`src/rtl/bram_fifo_ctrl_pkg.sv`:
```
// bram_fifo_ctrl_pkg
//   Shared sizing helpers for the BRAM-backed FIFO controller and its RAM.
//   Pointers and the occupancy counter carry one bit more than the RAM
//   address, so a completely full FIFO can be told apart from an empty one.
//   No ports; functions only.
package bram_fifo_ctrl_pkg;

    // Width of the read/write pointers and of COUNT.
    // This is the RAM address width plus the wrap bit.
    function automatic int cnt_width(input int ptr_width);
        return ptr_width + 1;
    endfunction

    // Number of words the RAM holds.
    function automatic int fifo_depth(input int ptr_width);
        return 1 << ptr_width;
    endfunction

endpackage

```
`src/rtl/simple_dp_bram.sv`:
```
// simple_dp_bram
//   Simple dual-port block RAM with one write port and one registered read port.
//   Contents are not reset.
//   DOUT updates only on an enabled read and holds its value between reads.
// Ports
//   CLK        in   clock, posedge
//   WR_PTR_EN  in   write-port enable (gates WR_EN)
//   WR_EN      in   write strobe
//   WR_PTR     in   write address, PTR_WIDTH bits
//   DIN        in   write data, DATA_WIDTH bits
//   RD_EN      in   read strobe
//   RD_PTR     in   read address, PTR_WIDTH bits
//   DOUT       out  registered read data, DATA_WIDTH bits
module simple_dp_bram
    import bram_fifo_ctrl_pkg::*;
#(
    parameter int DATA_WIDTH = 72,
    parameter int PTR_WIDTH  = 3
) (
    input  logic                  CLK,
    input  logic                  WR_PTR_EN,
    input  logic                  WR_EN,
    input  logic [PTR_WIDTH-1:0]  WR_PTR,
    input  logic [DATA_WIDTH-1:0] DIN,
    input  logic                  RD_EN,
    input  logic [PTR_WIDTH-1:0]  RD_PTR,
    output logic [DATA_WIDTH-1:0] DOUT
);

    logic [DATA_WIDTH-1:0] mem [fifo_depth(PTR_WIDTH)];
    logic [DATA_WIDTH-1:0] rd_data_q;

    always_ff @(posedge CLK) begin
        if (WR_PTR_EN && WR_EN) begin
            mem[WR_PTR] <= DIN;
        end
    end

    // No reset on the output register, so it maps onto the RAM's own
    // output latch.
    always_ff @(posedge CLK) begin
        if (RD_EN) begin
            rd_data_q <= mem[RD_PTR];
        end
    end

    assign DOUT = rd_data_q;

endmodule

```
`src/rtl/bram_fifo_ctrl.sv`:
```
// bram_fifo_ctrl
//   Synchronous FIFO built around one simple_dp_bram.
//   Owns the pointers, the occupancy count, the status flags and the
//   read-data valid strobe.
//   A pop sampled at a clock edge shows its word on DOUT, with DOUT_VALID
//   high, for the following cycle.
// Ports
//   CLK          in   clock, posedge
//   RESETN       in   asynchronous active-low reset
//   WR_EN, DIN   in   push request and data
//   RD_EN        in   pop request
//   DOUT         out  popped word (held between pops)
//   DOUT_VALID   out  one-cycle pulse per accepted pop
//   FULL         out  flag
//   ALMOST_FULL  out  flag
//   EMPTY        out  flag
//   COUNT        out  stored-word count
//   OVERFLOW     out  pulse for a refused push
//   UNDERFLOW    out  pulse for a refused pop
//   ALMOST_FULL_TH must lie in 1..2**PTR_WIDTH.
module bram_fifo_ctrl
    import bram_fifo_ctrl_pkg::*;
#(
    parameter int DATA_WIDTH     = 72,
    parameter int PTR_WIDTH      = 3,
    parameter int ALMOST_FULL_TH = 6
) (
    input  logic                  CLK,
    input  logic                  RESETN,
    input  logic                  WR_EN,
    input  logic [DATA_WIDTH-1:0] DIN,
    input  logic                  RD_EN,
    output logic [DATA_WIDTH-1:0] DOUT,
    output logic                  DOUT_VALID,
    output logic                  FULL,
    output logic                  ALMOST_FULL,
    output logic                  EMPTY,
    output logic [PTR_WIDTH:0]    COUNT,
    output logic                  OVERFLOW,
    output logic                  UNDERFLOW
);

    localparam int CNT_WIDTH = cnt_width(PTR_WIDTH);
    localparam logic [CNT_WIDTH-1:0] AF_TH = CNT_WIDTH'(ALMOST_FULL_TH);
    localparam logic [CNT_WIDTH-2:0] ZERO_PAD = '0;

    logic [CNT_WIDTH-1:0] wr_ptr_q, wr_ptr_d;
    logic [CNT_WIDTH-1:0] rd_ptr_q, rd_ptr_d;
    logic [CNT_WIDTH-1:0] count_q, count_d;
    logic                 full_q, full_d;
    logic                 empty_q, empty_d;
    logic                 almost_full_q, almost_full_d;
    logic                 dout_valid_q, dout_valid_d;
    logic                 overflow_q, overflow_d;
    logic                 underflow_q, underflow_d;
    logic                 wr_acc, rd_acc;

    // Acceptance is judged against the registered flags, so a push into a
    // full FIFO is refused even when a pop frees a slot at the same edge.
    // Flags are computed from the next-state pointers, so they line up with
    // COUNT in every cycle rather than lagging it by one.
    always_comb begin
        wr_acc        = WR_EN & ~full_q;
        rd_acc        = RD_EN & ~empty_q;
        wr_ptr_d      = wr_ptr_q + {ZERO_PAD, wr_acc};
        rd_ptr_d      = rd_ptr_q + {ZERO_PAD, rd_acc};
        count_d       = count_q + {ZERO_PAD, wr_acc} - {ZERO_PAD, rd_acc};
        empty_d       = (wr_ptr_d == rd_ptr_d);
        full_d        = (wr_ptr_d[PTR_WIDTH-1:0] == rd_ptr_d[PTR_WIDTH-1:0]) &&
                        (wr_ptr_d[PTR_WIDTH] != rd_ptr_d[PTR_WIDTH]);
        almost_full_d = (count_d >= AF_TH);
        dout_valid_d  = rd_acc;
        overflow_d    = WR_EN & full_q;
        underflow_d   = RD_EN & empty_q;
    end

    always_ff @(posedge CLK or negedge RESETN) begin
        if (!RESETN) begin
            wr_ptr_q      <= '0;
            rd_ptr_q      <= '0;
            count_q       <= '0;
            full_q        <= 1'b0;
            empty_q       <= 1'b1;
            almost_full_q <= 1'b0;
            dout_valid_q  <= 1'b0;
            overflow_q    <= 1'b0;
            underflow_q   <= 1'b0;
        end else begin
            wr_ptr_q      <= wr_ptr_d;
            rd_ptr_q      <= rd_ptr_d;
            count_q       <= count_d;
            full_q        <= full_d;
            empty_q       <= empty_d;
            almost_full_q <= almost_full_d;
            dout_valid_q  <= dout_valid_d;
            overflow_q    <= overflow_d;
            underflow_q   <= underflow_d;
        end
    end

    // The RAM read register supplies DOUT directly.
    // A refused pop leaves it untouched.
    simple_dp_bram #(
        .DATA_WIDTH (DATA_WIDTH),
        .PTR_WIDTH  (PTR_WIDTH)
    ) u_ram (
        .CLK       (CLK),
        .WR_PTR_EN (1'b1),
        .WR_EN     (wr_acc),
        .WR_PTR    (wr_ptr_q[PTR_WIDTH-1:0]),
        .DIN       (DIN),
        .RD_EN     (rd_acc),
        .RD_PTR    (rd_ptr_q[PTR_WIDTH-1:0]),
        .DOUT      (DOUT)
    );

    assign DOUT_VALID  = dout_valid_q;
    assign FULL        = full_q;
    assign ALMOST_FULL = almost_full_q;
    assign EMPTY       = empty_q;
    assign COUNT       = count_q;
    assign OVERFLOW    = overflow_q;
    assign UNDERFLOW   = underflow_q;

endmodule

```
`config.mk`:
```
export PLATFORM = sky130hd
export DESIGN_NAME = bram_fifo_ctrl
export DESIGN_NICKNAME = d
export VERILOG_FILES = /design/src/rtl/bram_fifo_ctrl_pkg.sv /design/src/rtl/simple_dp_bram.sv /design/src/rtl/bram_fifo_ctrl.sv
export SDC_FILE = /design/constraint.sdc
export NUM_CORES = 1
export LEC_CHECK = 0
export CAP_MARGIN = 20
export CORE_MARGIN = 5
export CORE_UTILIZATION = 40
export CTS_CLUSTER_DIAMETER = 50
export DETAILED_ROUTE_END_ITERATION = 10
export DONT_BUFFER_PORTS = 1
export MAX_ROUTING_LAYER = met4
export PLACE_DENSITY_LB_ADDON = 0.15
export SLEW_MARGIN = 10
export SYNTH_ARGS = -nofsm -noshare
export SYNTH_HDL_FRONTEND = slang
export SYNTH_HIERARCHICAL = 1
export SYNTH_SLANG_ARGS = --single-unit
```
`constraint.sdc`:
```
create_clock -name CLK -period 7.3 [get_ports CLK]
set_clock_uncertainty 0.1 [all_clocks]
set_input_delay 0.73 -clock CLK [delete_from_list [all_inputs] [get_ports CLK]]
set_output_delay 0.73 -clock CLK [all_outputs]
set_load 0.005 [all_outputs]
```
==> metrics.cfg <==
[cells_and_area]
fillCellCount = 5153
layout_commonest_cell = edfxtp_1
syn2layout_area_growth_pct = 14.2
final_layout_size_suffix_gt1_frac = 0.327
layout.cells.most_common_list = edfxtp_1, mux4_2, clkbuf_16
num-nets-final = 1124
final_cell_area_um2 = 28400

[floorplan]
die_h_um = 260
design.die.area_um2 = 67300
die_width_um = 260
core.rowCount = 91
boundaryPins = 158
core-area_um2 = 61700
start_util = 0.404

[worst_setup_path]
regToRegStartpoint = FULL
worst-endpoint-required_ns = 7.42
cp_slowest_cell = nor2_4
bufs_and_invs_on_worst_path = 1
largest_fanout_of_any_net_on_the_critical_path = 49
critPathArrivalTime_ns = 3.38
timing.critical_path.slowest_cell_delay_ns = 0.81
r2r_end = u_ram/mem[1][49]
worst_r2r_path_depth = 4
crit_path_cell_trace = nor2b_1 > nand3b_1 > nor2_4 > buf_4
critPathTopFamily = simple AND/OR/NAND/NOR gates
start_kind = flop
crit_path_end_kind = flop
timing.reg2reg.setup_slack_ns = 4.04
timing.setup.critical_path_class = reg2reg

[grt]
grt_antenna_before_repair = 0
gr-total-overflow = 0
globalRouteTotalUtil = 0.151
largest_net_degree_at_the_start_of_global_routing = 118
grt_first_pass_wirelength_um = 73100
number_of_global_route_vias_before_repair = 10803

[routing]
wl_um = 49100
ant_nets = 0
post-route-drc-count = 0
vias_per_cell = 5.17
drt_iter0_markers = 634
wl_per_cell_um = 25.3
firstDrtPassIters = 4
detailroute.via_count = 10021

[yosys]
synth_top_cells_by_area = edfxtp_1, mux4_2, mux2_4
synth_area_per_cell_um2 = 25.4
yosys_most_used_dff = edfxtp_1
synth-edff-count = 648
async_reset_ff_frac = 0.0270
synth_top_cell_by_area = edfxtp_1
synth.lib_cells_used.distinct = 33
post-synth-top-area-fraction = 0.781
syn-instance-count = 979
synth-seq-cells = 666
netlist_area_um2 = 24900
ys.warnings.count = 6
yosysSeqAreaShare = 0.800

[pwr]
cellPowerDensity_nw_per_um2 = 397
irDropWorstVdd_mv = 0.259
leakagePower_nw = 9.11

[run]
cap_violations = 0

[timing]
final_hold_viol_count = 0
clock.fmax_ghz = 0.307
final-max-slew-violation-count = 0
timing.final.setup_violations = 0
period_share = 0.447
timing.max_slew.rel_slack = 0.383
totalNegativeSetupSlack_ns = 0
period_minus_ws_final_ns = 3.26
rsz0062_at_grt = no
worst_pin_slew_ns = 0.926

[clocking]
maximum_level_of_the_cts_h_tree = 3
clock_path_buffers = 3
cts_resized = 0
cts_bufs_inserted = 78
cts_root_cell = clkbuf_16
cts_tree = yes
cts_num_sinks = 666
clk_latency_ns = 0.60
clkTransAtPathRegs_ns = 0.06

[hold_path]
worst_hold_path.num_cells = 0
timing.hold.worst_endpoint = u_ram/mem[3][51]
hold_path_class = in2reg
timing.hold.worst.start = DIN[51]

[placement]
count_of_input_and_output_buffers = 0
dp.final_hpwl_um = 26200
finalWeightedCongestion = 0.670
post_dp_cell_area_um2 = 25900

[run_status]
result_of_the_run = finished, final reports clean

[worst max path at each step]
stage	startpoint	end	slack (ns)	cells past startpoint
final	FULL	u_ram/mem[1][49]	4.04	4
after global routing	FULL	u_ram/mem[1][49]	3.82	4
after CTS	FULL	u_ram/mem[2][41]	3.87	4
after detailed placement	WR_EN	u_ram/mem[2][49]	3.58	4
after global placement	WR_EN	u_ram/mem[2][49]	3.53	4
after floorplan	WR_EN	u_ram/mem[4][0]	0.57	3
[power breakdown]
part	leakage, nW	total (mW)	internal, mW	switching [mW]
clock network	1.19	3.75	2.25	1.50
registers	6.12	5.14	4.80	0.341
logic	1.80	2.39	1.34	1.06
total	9.11	11.3	8.39	2.89
[cells in the mapped netlist (all sizes together), types with 2 or more instances]
cell type  number
dfrtp          17
buf            30
nor2            7
clkbuf         10
ha              6
and2            2
mux4          144
nor3            2
nand3           3
xor2            4
mux2           72
nand2           3
inv             6
edfxtp        648
a21o            2
nand2b          4
xnor2           9
[sequential cells by signal, indices dropped and copies added, names as in the netlist]
name	count
u_ram/DOUT	72
EMPTY	1
ALMOST_FULL	1
wr_ptr_q	4
FULL	1
rd_ptr_q	4
DOUT_VALID	1
COUNT	4
UNDERFLOW	1
u_ram/mem	576
OVERFLOW	1
[cell families (layout without fill, tap and decap cells)]
| family | Yosys count | count (layout) | share of synthesized area |
|---|---|---|---|
| xor+xnor | 14 | 14 | 0.00548 |
| other cells | 1 | 3 | 0.000151 |
| compound gates | 3 | 3 | 0.000804 |
| flops | 666 | 666 | 0.800 |
| buf+inv | 46 | 166 | 0.0127 |
| mux | 216 | 216 | 0.172 |
| simple gates | 26 | 26 | 0.00573 |
| fa+ha+maj | 7 | 7 | 0.00382 |
[metal layers]
layer  global-route usage  vias to the layer above  routed length [um]
li1                     -                     4293                   -
met1                0.190                     5421               20400
met2                0.243                      226               24700
met3               0.0433                       81                2800
met4               0.0399                        0                1090
met5                    -                        -                   0
[per-stage QoR]
stage	util	power [mW]	setup slack, ns	hold WS (ns)	cells
after floorplan	-	7.11	0.569	0.334	980
after global placement	0.420	7.71	3.53	0.335	1795
after detailed placement	0.420	7.70	3.58	0.335	1795
after CTS	0.460	11.5	3.87	0.0684	1935
after global routing	0.461	11.8	3.82	0.0743	1937
final	0.461	11.3	4.04	0.121	1938
[final cells by class]
type                    count  area [um^2]  share of cell area
flip-flops and latches    666        19900               0.701
multi-input cells         268         4740               0.167
clock buffers              99         2050              0.0722
well taps                 837         1050              0.0368
clock inverters            40          438              0.0154
repair buffers             21          210             0.00739
inverters                   6         25.0            0.000880
diodes                      1         2.50           0.0000880
[timing repair]
action                                  CTS  global route
hold endpoints to repair                 18             0
hold buffers                              1             0
buffers inserted                          0             0
endpoints found under the setup margin    0             0
No activity file was read; power rests on OpenSTA's default activity.
